### src/rtl/serial_borrow_subtractor.sv
// Bit-serial ripple-borrow subtractor: diff = a - b - bin, LSB first,
// one full-subtractor cell reused across WIDTH cycles with a borrow flip-flop.
//
// Handshake: start is a request sampled on any rising edge where busy=0
// (IDLE or DONE). The edge that accepts start also captures a, b and bin.
// done is a one-cycle pulse. diff/bout are valid from the done cycle and
// hold until the next completion or reset. start while busy=1 is dropped.
module serial_borrow_subtractor #(
  parameter int WIDTH = 4
) (
  input  logic             clk,
  input  logic             rst,
  input  logic             start,
  input  logic [WIDTH-1:0] a,
  input  logic [WIDTH-1:0] b,
  input  logic             bin,
  output logic             busy,
  output logic             done,
  output logic [WIDTH-1:0] diff,
  output logic             bout
);

  localparam int CW = (WIDTH > 1) ? $clog2(WIDTH) : 1;

  typedef enum logic [1:0] {
    IDLE  = 2'd0,
    SHIFT = 2'd1,
    DONE  = 2'd2
  } state_t;

  state_t           state;
  state_t           state_next;

  logic [WIDTH-1:0] a_sr;
  logic [WIDTH-1:0] b_sr;
  logic [WIDTH-1:0] res_sr;
  logic             br;
  logic [CW-1:0]    cnt;

  logic             load;
  logic             last;
  logic             a_i;
  logic             b_i;
  logic             d;
  logic             br_next;
  logic [WIDTH-1:0] d_msb;
  logic [WIDTH-1:0] res_next;

  // A start is accepted whenever the engine is not mid-operation.
  assign load = start && (state != SHIFT);
  assign last = (state == SHIFT) && (cnt == CW'(WIDTH - 1));

  assign busy = (state == SHIFT);
  assign done = (state == DONE);

  // Full-subtractor cell on the current LSBs plus result shift-in at the MSB.
  always_comb begin
    a_i      = a_sr[0];
    b_i      = b_sr[0];
    d        = a_i ^ b_i ^ br;
    br_next  = (~a_i & b_i) | (~(a_i ^ b_i) & br);
    d_msb    = '0;
    d_msb[WIDTH-1] = d;
    res_next = (res_sr >> 1) | d_msb;
  end

  // State register.
  always_ff @(posedge clk or posedge rst) begin
    if (rst) begin
      state <= IDLE;
    end else begin
      state <= state_next;
    end
  end

  // Next-state logic: IDLE -> SHIFT -> DONE -> (IDLE | SHIFT).
  always_comb begin
    state_next = state;
    case (state)
      IDLE:    if (load) state_next = SHIFT;
      SHIFT:   if (last) state_next = DONE;
      DONE:    state_next = load ? SHIFT : IDLE;
      default: state_next = IDLE;
    endcase
  end

  // Datapath: operand capture, per-bit shift, and result commit on the last bit.
  always_ff @(posedge clk or posedge rst) begin
    if (rst) begin
      a_sr   <= '0;
      b_sr   <= '0;
      res_sr <= '0;
      br     <= 1'b0;
      cnt    <= '0;
      diff   <= '0;
      bout   <= 1'b0;
    end else if (load) begin
      a_sr   <= a;
      b_sr   <= b;
      res_sr <= '0;
      br     <= bin;
      cnt    <= '0;
    end else if (state == SHIFT) begin
      a_sr   <= a_sr >> 1;
      b_sr   <= b_sr >> 1;
      res_sr <= res_next;
      br     <= br_next;
      cnt    <= cnt + 1'b1;
      if (last) begin
        diff <= res_next;
        bout <= br_next;
      end
    end
  end

endmodule

### config.mk
export PLATFORM = sky130hd
export DESIGN_NAME = serial_borrow_subtractor
export DESIGN_NICKNAME = d
export VERILOG_FILES = /design/src/rtl/serial_borrow_subtractor.sv
export SDC_FILE = /design/constraint.sdc
export NUM_CORES = 1
export LEC_CHECK = 0
export ABC_AREA = 1
export CAP_MARGIN = 20
export CORE_ASPECT_RATIO = 0.5
export CORE_UTILIZATION = 30
export DETAILED_ROUTE_END_ITERATION = 7
export HOLD_SLACK_MARGIN = 0.15
export PLACE_DENSITY = 0.5
export SYNTH_ARGS = -nofsm -noshare
export SYNTH_HDL_FRONTEND = slang
export SYNTH_SLANG_ARGS = --single-unit
### constraint.sdc
create_clock -name clk -period 1.1 [get_ports clk]
set_input_delay 0.22 -clock clk [delete_from_list [all_inputs] [get_ports clk]]
set_output_delay 0.22 -clock clk [all_outputs]
set_load 0.005 [all_outputs]
# == After elaboration in Yosys (flattened, before gate mapping) ==
# Cells that the tools add are included.
# op_classes
n_addsub,1
eq_ne,6
muxes,14
bitwise_logic,9
n_reduce_logical,6
# op_table
cell,n
4-bit 2-to-1 mux,6
2-bit 2-to-1 mux,4
2-bit one-hot mux with 3 select lines,1
"2-bit equality test, second input constant",2
"2-bit by 1-bit inequality test with 1-bit output, second input constant",2
3-bit by 4-bit bitwise OR with 4-bit output,1
1-bit 2-to-1 mux,3
1-bit inverter,3
3-bit AND reduction,1
"2-bit by 1-bit adder with 2-bit output, second input constant",1
1-bit AND,2
"2-bit by 1-bit equality test with 1-bit output, second input constant",1
1-bit logical AND,2
2-bit logical NOT,1
"2-bit inequality test, second input constant",1
2-bit AND reduction,1
2-bit nonzero test,1
1-bit XOR,2
1-bit bitwise OR,1
# word_totals
ff_bits,22
inputBits,12
out_inout_bits,7
wordCells,44

# == Depth between registers and ports, before layout ==
# Gate-level depths: netlist of run 1.
# logic_depth
word_depth,6
mapped_depth,5
mapped_depth_nobuf,5

# == Worst setup path after synthesis of run 1 ==
# Ideal clock, no wire load.
# synth_timing
path_type,register -> register
start,register a_sr[0]
end,register res_sr[3]
setup_ps,117
t_arrival_ps,976
required_ps,983
slack_ps,7
stages_incl_launch_ff,4
n_path_buf,0
synth_period_minus_slack_ps,1093
path_cell_list,dfrtp_1 > fa_1 > nand2_1 > nand2_1
# synth_via
elab_chain_cells,5
# synth_lines
element,line,text
start: declaration,34,logic [WIDTH-1:0] a_sr;
start signal: assignment,104,a_sr <= a_sr >> 1;
1-bit XOR (2 in a row),60,d = a_i ^ b_i ^ br;
named net d,44,logic d;
3-bit by 4-bit bitwise OR with 4-bit output,64,res_next = (res_sr >> 1) | d_msb;
4-bit 2-to-1 mux,103,end else if (state == SHIFT) begin
4-bit 2-to-1 mux,97,end else if (load) begin
end signal: assignment,106,res_sr <= res_next;
end: declaration,36,logic [WIDTH-1:0] res_sr;
# The timed path passes the listed nets, and every way through them passes these cells. The select of a mux whose other input is x is not followed.
# A chain may end at the register's enable or synchronous reset.

# == Worst setup path in the final report of run 1 ==
# layout_timing
start,register state[0]
end,output busy
# layout_via
elab_chain_cells,1
# layout_lines
element,line,text
start: declaration,31,state_t state;
start signal: assignment,72,state <= state_next;
2-bit by 1-bit equality test with 1-bit output,53,assign busy = (state == SHIFT);
end: declaration,17,"output logic busy,"
# Every way passes these cells.

==> results.sh, run 1 <==
export IMPL_rr_worst_depth=4
export IMPL_crit_fanout=3
export IMPL_yosys_warnings=0
export IMPL_worst_endpoint_required_ns=0.88
export IMPL_yosys_top_cells_area="dfrtp_1, nand3_1, nand2_1"
export IMPL_setup_tns_ns=-0.120
export IMPL_hold_viol_final=0
export IMPL_worstSkewPairLatency_ns=0.26
export IMPL_holdWs_ns=0.268
export IMPL_yosysSeqAreaShare_pct=55.0
export IMPL_start_util_pct=31.7
export IMPL_grt_antenna_before_repair=0
export IMPL_synth_edf_count=0
export IMPL_yosys_area_top_type_share_pct=55.0
export IMPL_antennaDiodeCount=0
export IMPL_via_per_inst=4.45
export IMPL_power_leakage_uw=0.000660
export IMPL_clock_skew_ns=0.00336
export IMPL_dpl_cell_count=165
export IMPL_end_kind="primary output"
export IMPL_max_stage_delay_ns=0.39
export IMPL_synth_area_per_cell_sq_um=9.10
export IMPL_stdcell_count=175
export IMPL_async_flop_share_pct=100
export IMPL_dieArea_sq_um=3430
export IMPL_p_per_area_nw_per_um2=2670
export IMPL_grt_setup_unrepaired="true"
export IMPL_ys_ff_latch=21
export IMPL_synth_top_area_cell="dfrtp_1"
export IMPL_ys_flop_type="dfrtp_1"
export IMPL_met3_length_um=73
export IMPL_wl_met1_um=1020
export IMPL_syn_to_final_growth_pct=41.5
export IMPL_wire_per_inst_um=11.5
export IMPL_violations="negative setup slack"
export IMPL_cp_start_kind="flop"
export IMPL_dp_hpwl_um=1220
export IMPL_dr_pass1_iters=4
export IMPL_ctsRootBufferMaster="clkbuf_8"
export IMPL_wl_met2_um=885
export IMPL_critical_path_buf_inv_count=2
export IMPL_io_buffers=18
export IMPL_max_slew_margin_pct=81.3
export IMPL_drv_cap=0
export IMPL_routed_wl_um=2010
export IMPL_ir_drop_uv=838
export IMPL_post_route_period_util_pct=104
export IMPL_first_global_vias=680
export IMPL_placed_area_sq_um=1210
export IMPL_num_vias=778
export IMPL_worst_slack_ns=-0.0492
export IMPL_status="complete, but fails checks"
export IMPL_numCtsBuffers=3
export IMPL_synth_distinct_cells=15
export IMPL_grt_pass1_wl_um=3080
export IMPL_drt_iter0_markers=20
export IMPL_core_area_sq_um=3010
export IMPL_final_util_pct=44.9
export IMPL_clock_sinks=21
export IMPL_hold_buffers=0
export IMPL_clockBufferDepth=2
export IMPL_drc_errors=0
export IMPL_setup_violations_final=6
export IMPL_clk_pin_slew_ns=0.08
export IMPL_io_pins=19
export IMPL_yosys_top_cells_count="nand2_1, nand3_1, dfrtp_1"
export IMPL_synth_fp_nets=119
export IMPL_num_nets_final=150
export IMPL_rows=14
export IMPL_worst_setup_path_type="flop to primary output"
export IMPL_syn_area_sq_um=956
export IMPL_grt_use_total_pct=12.2
export IMPL_place_congestion=0.670
export IMPL_fin_crit_ns=1.15
export IMPL_overflow=0
export IMPL_tightest_slew_ns=0.280
export IMPL_cp_depth=3
export IMPL_crit_chain="inv_2 -> nor2_4 -> buf_2"
export IMPL_top_layer="met4"
export IMPL_drive_gt1_share_pct=22.2
export IMPL_hp_class="input port to asynchronous set/reset pin"
export IMPL_fmax_ghz=0.870
export IMPL_netlist_instances=105
export IMPL_htree_levels=1
export IMPL_cp_data_arrival_time_ns=0.93
export IMPL_grt_max_degree=22
export IMPL_die_h_um=41.9
export IMPL_cpMaxStageDelayCell="dfrtp_1"
export IMPL_drv_slew=0
export IMPL_stdcell_area_sq_um=1350
export IMPL_synth_most_common_cell="nand2_1"
export IMPL_fillCellCount=319
export IMPL_cp_top_family="flip-flops"
export IMPL_antenna_left=0
export IMPL_cts_tree="built"
export IMPL_die_w_um=81.8
[layout make-up]
type / instances / area, sq um / area share (%)
repair buffers: 31 / 328 / 24.2
well taps: 40 / 50.0 / 3.70
multi-input cells: 70 / 369 / 27.3
clock inverters: 1 / 5.00 / 0.370
inverters: 9 / 33.8 / 2.50
flip-flops and latches: 21 / 526 / 38.9
clock buffers: 3 / 41.3 / 3.05
[worst reg2reg max path: stages (launching register included)]
cell and delay [ns]:
dfrtp_1 0.36, inv_2 0.04, fa_1 0.55, nand2_1 0.05
nand2_1 0.06
[report_power, final]
group	leakage (uW)	switching (uW)	internal [uW]
Combinational	0.000367	833	952
Sequential	0.000268	203	1110
Clock	0.0000255	258	252
Total	0.000660	1290	2310
[stage by stage]
stage / total power (uW) / setup slack, ns
floorplan: 2230 / 0.00670
finish: 3610 / -0.0492
detailed placement: 2780 / -0.150
global route: 3900 / -0.110
global placement: 2760 / -0.132
CTS: 3330 / -0.0996
[logic make-up (layout without fill, tap and decap cells)]
group | Yosys count | after routing | synth area share, %
flip-flops | 21 | 21 | 55.0
buffers and inverters | 14 | 44 | 8.64
AO/OA/AOI/OAI | 3 | 3 | 1.70
AND/OR/NAND/NOR | 65 | 65 | 31.3
adder cells (fa/ha/maj) | 2 | 2 | 3.40
[final timing paths]
| kind | slack, ns | endpoint | start |
|---|---|---|---|
| max | -0.05 | busy | state[0]$_DFFE_PP0P_ |
| min | 0.27 | br$_DFFE_PP0P_ | rst |
| max reg2reg | -0.02 | diff[3]$_DFFE_PP0P_ | b_sr[0]$_DFFE_PP0P_ |
| min reg2reg | 0.47 | diff[3]$_DFFE_PP0P_ | diff[3]$_DFFE_PP0P_ |
| max in group asynchronous | 0.70 | state[0]$_DFFE_PP0P_ | rst |
| min in group clk | 0.47 | diff[3]$_DFFE_PP0P_ | diff[3]$_DFFE_PP0P_ |
[cells in the final DEF, fill, tap and decap left out]
| cell | n |
|---|---|
| o22ai_1 | 1 |
| dfrtp_1 | 21 |
| clkinv_2 | 1 |
| clkbuf_16 | 2 |
| clkdlybuf4s15_1 | 5 |
| clkbuf_8 | 3 |
| clkdlybuf4s50_1 | 11 |
| nor2_2 | 1 |
| nand2_1 | 30 |
| o21ai_1 | 2 |
| nand3_1 | 30 |
| fa_1 | 1 |
| buf_4 | 9 |
| nor2_4 | 2 |
| nand2_2 | 1 |
| buf_12 | 2 |
| inv_2 | 5 |
| nand2_8 | 1 |
| inv_1 | 4 |
| ha_2 | 1 |
| buf_2 | 2 |
[sequential cells by signal, summed over array words and instances (netlist names)]
name,flops
cnt,2
bout,1
state,2
res_sr,3
br,1
b_sr,4
a_sr,4
diff,4
[per-layer routing]
metal,vias to the layer above,track usage (%)
met5,-,0
met1,359,16.6
met2,14,17.7
met4,0,5.26
li1,400,-
met3,5,3.96
[what timing repair did]
item	CTS	global route
setup buffers	3	1
cloned	0	2
resized for setup	21	5
endpoints found under the setup margin	13	21
pin swaps	5	4
No activity file was read; power rests on OpenSTA's default activity.
==> inputs of run 2 (changes only) <==
Settings changed: CTS_CLUSTER_SIZE from default to 14, PLACE_DENSITY 0.5 to default.
==> results.sh, run 2 (synthesized netlist as in run 1, its figures left out) <==
export IMPL_ir_drop_uv=1040
export IMPL_seqCellArea_sq_um=526
export IMPL_drv_slew=0
export IMPL_max_slew_margin_pct=71.3
export IMPL_dr_pass1_iters=4
export IMPL_multi_input_area_sq_um=520
export IMPL_power_leakage_uw=0.000764
export IMPL_clock_skew_ns=0.00647
export IMPL_critical_path_buf_inv_count=2
export IMPL_p_per_area_nw_per_um2=2670
export IMPL_grt_max_degree=22
export IMPL_num_vias=843
export IMPL_ctsRootBufferMaster="clkbuf_8"
export IMPL_crit_fanout=2
export IMPL_worst_slack_ns=-0.110
export IMPL_htree_levels=1
export IMPL_hp_class="input port to asynchronous set/reset pin"
export IMPL_num_nets_final=157
export IMPL_clk_pin_slew_ns=0.08
export IMPL_wire_per_inst_um=12.2
export IMPL_hold_buffers=0
export IMPL_io_pins=19
export IMPL_fmax_ghz=0.827
export IMPL_grt_antenna_before_repair=0
export IMPL_cts_tree="built"
export IMPL_cpMaxStageDelayCell="dfrtp_1"
export IMPL_grt_pass1_wl_um=3240
export IMPL_clockBufferDepth=2
export IMPL_grt_use_total_pct=12.8
export IMPL_grt_setup_unrepaired="true"
export IMPL_reg_top3="a_sr (4), b_sr (4), diff (4)"
export IMPL_fillCellCount=284
export IMPL_stdcell_area_sq_um=1600
export IMPL_drv_cap=0
export IMPL_post_route_period_util_pct=110
export IMPL_dp_hpwl_um=1250
export IMPL_via_per_inst=4.63
export IMPL_place_congestion=0.763
export IMPL_worst_endpoint_required_ns=0.88
export IMPL_die_h_um=41.9
export IMPL_overflow=0
export IMPL_worstSkewPairLatency_ns=0.26
export IMPL_crit_chain="buf_6 -> nor2_4 -> buf_2"
export IMPL_cp_start_kind="flop"
export IMPL_layout_common_cells="nand2_1, nand3_2, dfrtp_1"
export IMPL_final_common_cell="nand2_1"
export IMPL_dieArea_sq_um=3430
export IMPL_status="complete, but fails checks"
export IMPL_antennaDiodeCount=0
export IMPL_pre_cts_ws_ns=-0.149
export IMPL_drt_iter0_markers=25
export IMPL_cp_data_arrival_time_ns=0.99
export IMPL_core_area_sq_um=3010
export IMPL_fin_crit_ns=1.21
export IMPL_numCtsBuffers=3
export IMPL_max_stage_delay_ns=0.39
export IMPL_cp_top_family="flip-flops"
export IMPL_drive_gt1_share_pct=44.4
export IMPL_setup_tns_ns=-0.568
export IMPL_rows=14
export IMPL_routed_wl_um=2230
export IMPL_violations="negative setup slack"
export IMPL_syn_to_final_growth_pct=67.1
export IMPL_hold_viol_final=0
export IMPL_tightest_slew_ns=0.430
export IMPL_die_w_um=81.8
export IMPL_worst_setup_path_type="flop to primary output"
export IMPL_drc_errors=0
export IMPL_first_global_vias=723
export IMPL_io_buffers=18
export IMPL_antenna_left=0
export IMPL_placed_area_sq_um=1220
export IMPL_end_kind="primary output"
export IMPL_setup_violations_final=19
export IMPL_start_util_pct=31.7
export IMPL_clock_sinks=21
## run 2: final cells by class
| type | instances | area share [%] |
|---|---|---|
| Multi-Input combinational cell | 70 | 32.6 |
| Inverter | 9 | 2.27 |
| Clock inverter | 1 | 0.313 |
| Clock buffer | 3 | 2.58 |
| Timing Repair Buffer | 38 | 26.2 |
| Sequential cell | 21 | 32.9 |
| Tap cell | 40 | 3.13 |
## run 2: repair_timing
| item | CTS | global route |
|---|---|---|
| setup endpoints to repair | 14 | 23 |
| cloned | 1 | 2 |
| pin swaps | 5 | 13 |
| gates resized for setup | 24 | 37 |
| setup buffers | 8 | 2 |
## run 2: layer usage
layer | vias up | track usage (%) | share of wire (%)
met1 | 416 | 17.4 | 49
met2 | 13 | 19.8 | 49
met3 | 0 | 3.30 | 2.1
met5 | - | 0 | 0
met4 | 0 | 4.21 | 0
li1 | 414 | - | -
## run 2: worst register-to-register path, delay by kind of cell, from the launching register on
family	cells	cell delay [ns]
adders and majority gates	1	0.56
buffers and inverters	1	0.05
DFF	1	0.38
and+or+nand+nor	2	0.11
## run 2: where the power goes
part	internal [uW]	leakage (uW)	switching (uW)
combinational	1330	0.000470	1090
clock	252	0.0000255	255
sequential	1110	0.000268	230
## run 2: final timing paths
path	startpoint	endpoint	slack, ns	cells after the start
max	state[1]$_DFFE_PP0P_	busy	-0.11	3
min	rst	b_sr[0]$_DFFE_PP0P_	0.27	3
max reg2reg	br$_DFFE_PP0P_	diff[3]$_DFFE_PP0P_	-0.06	4
min reg2reg	res_sr[1]$_DFFE_PP0P_	diff[0]$_DFFE_PP0P_	0.50	2
max in group asynchronous	rst	bout$_DFFE_PP0P_	0.69	3
min in group clk	res_sr[1]$_DFFE_PP0P_	diff[0]$_DFFE_PP0P_	0.50	2
## run 2: per-stage QoR
stage	utilization, %	power (uW)	std cells	hold slack, ns
5_1_grt	53.0	4570	182	0.292
4_1_cts	45.1	3630	178	0.278
6_report	53.0	4270	182	0.274
3_5_place_dp	40.6	2810	166	0.458
2_1_floorplan	-	2230	105	0.197
3_3_place_gp	40.6	2770	166	0.457
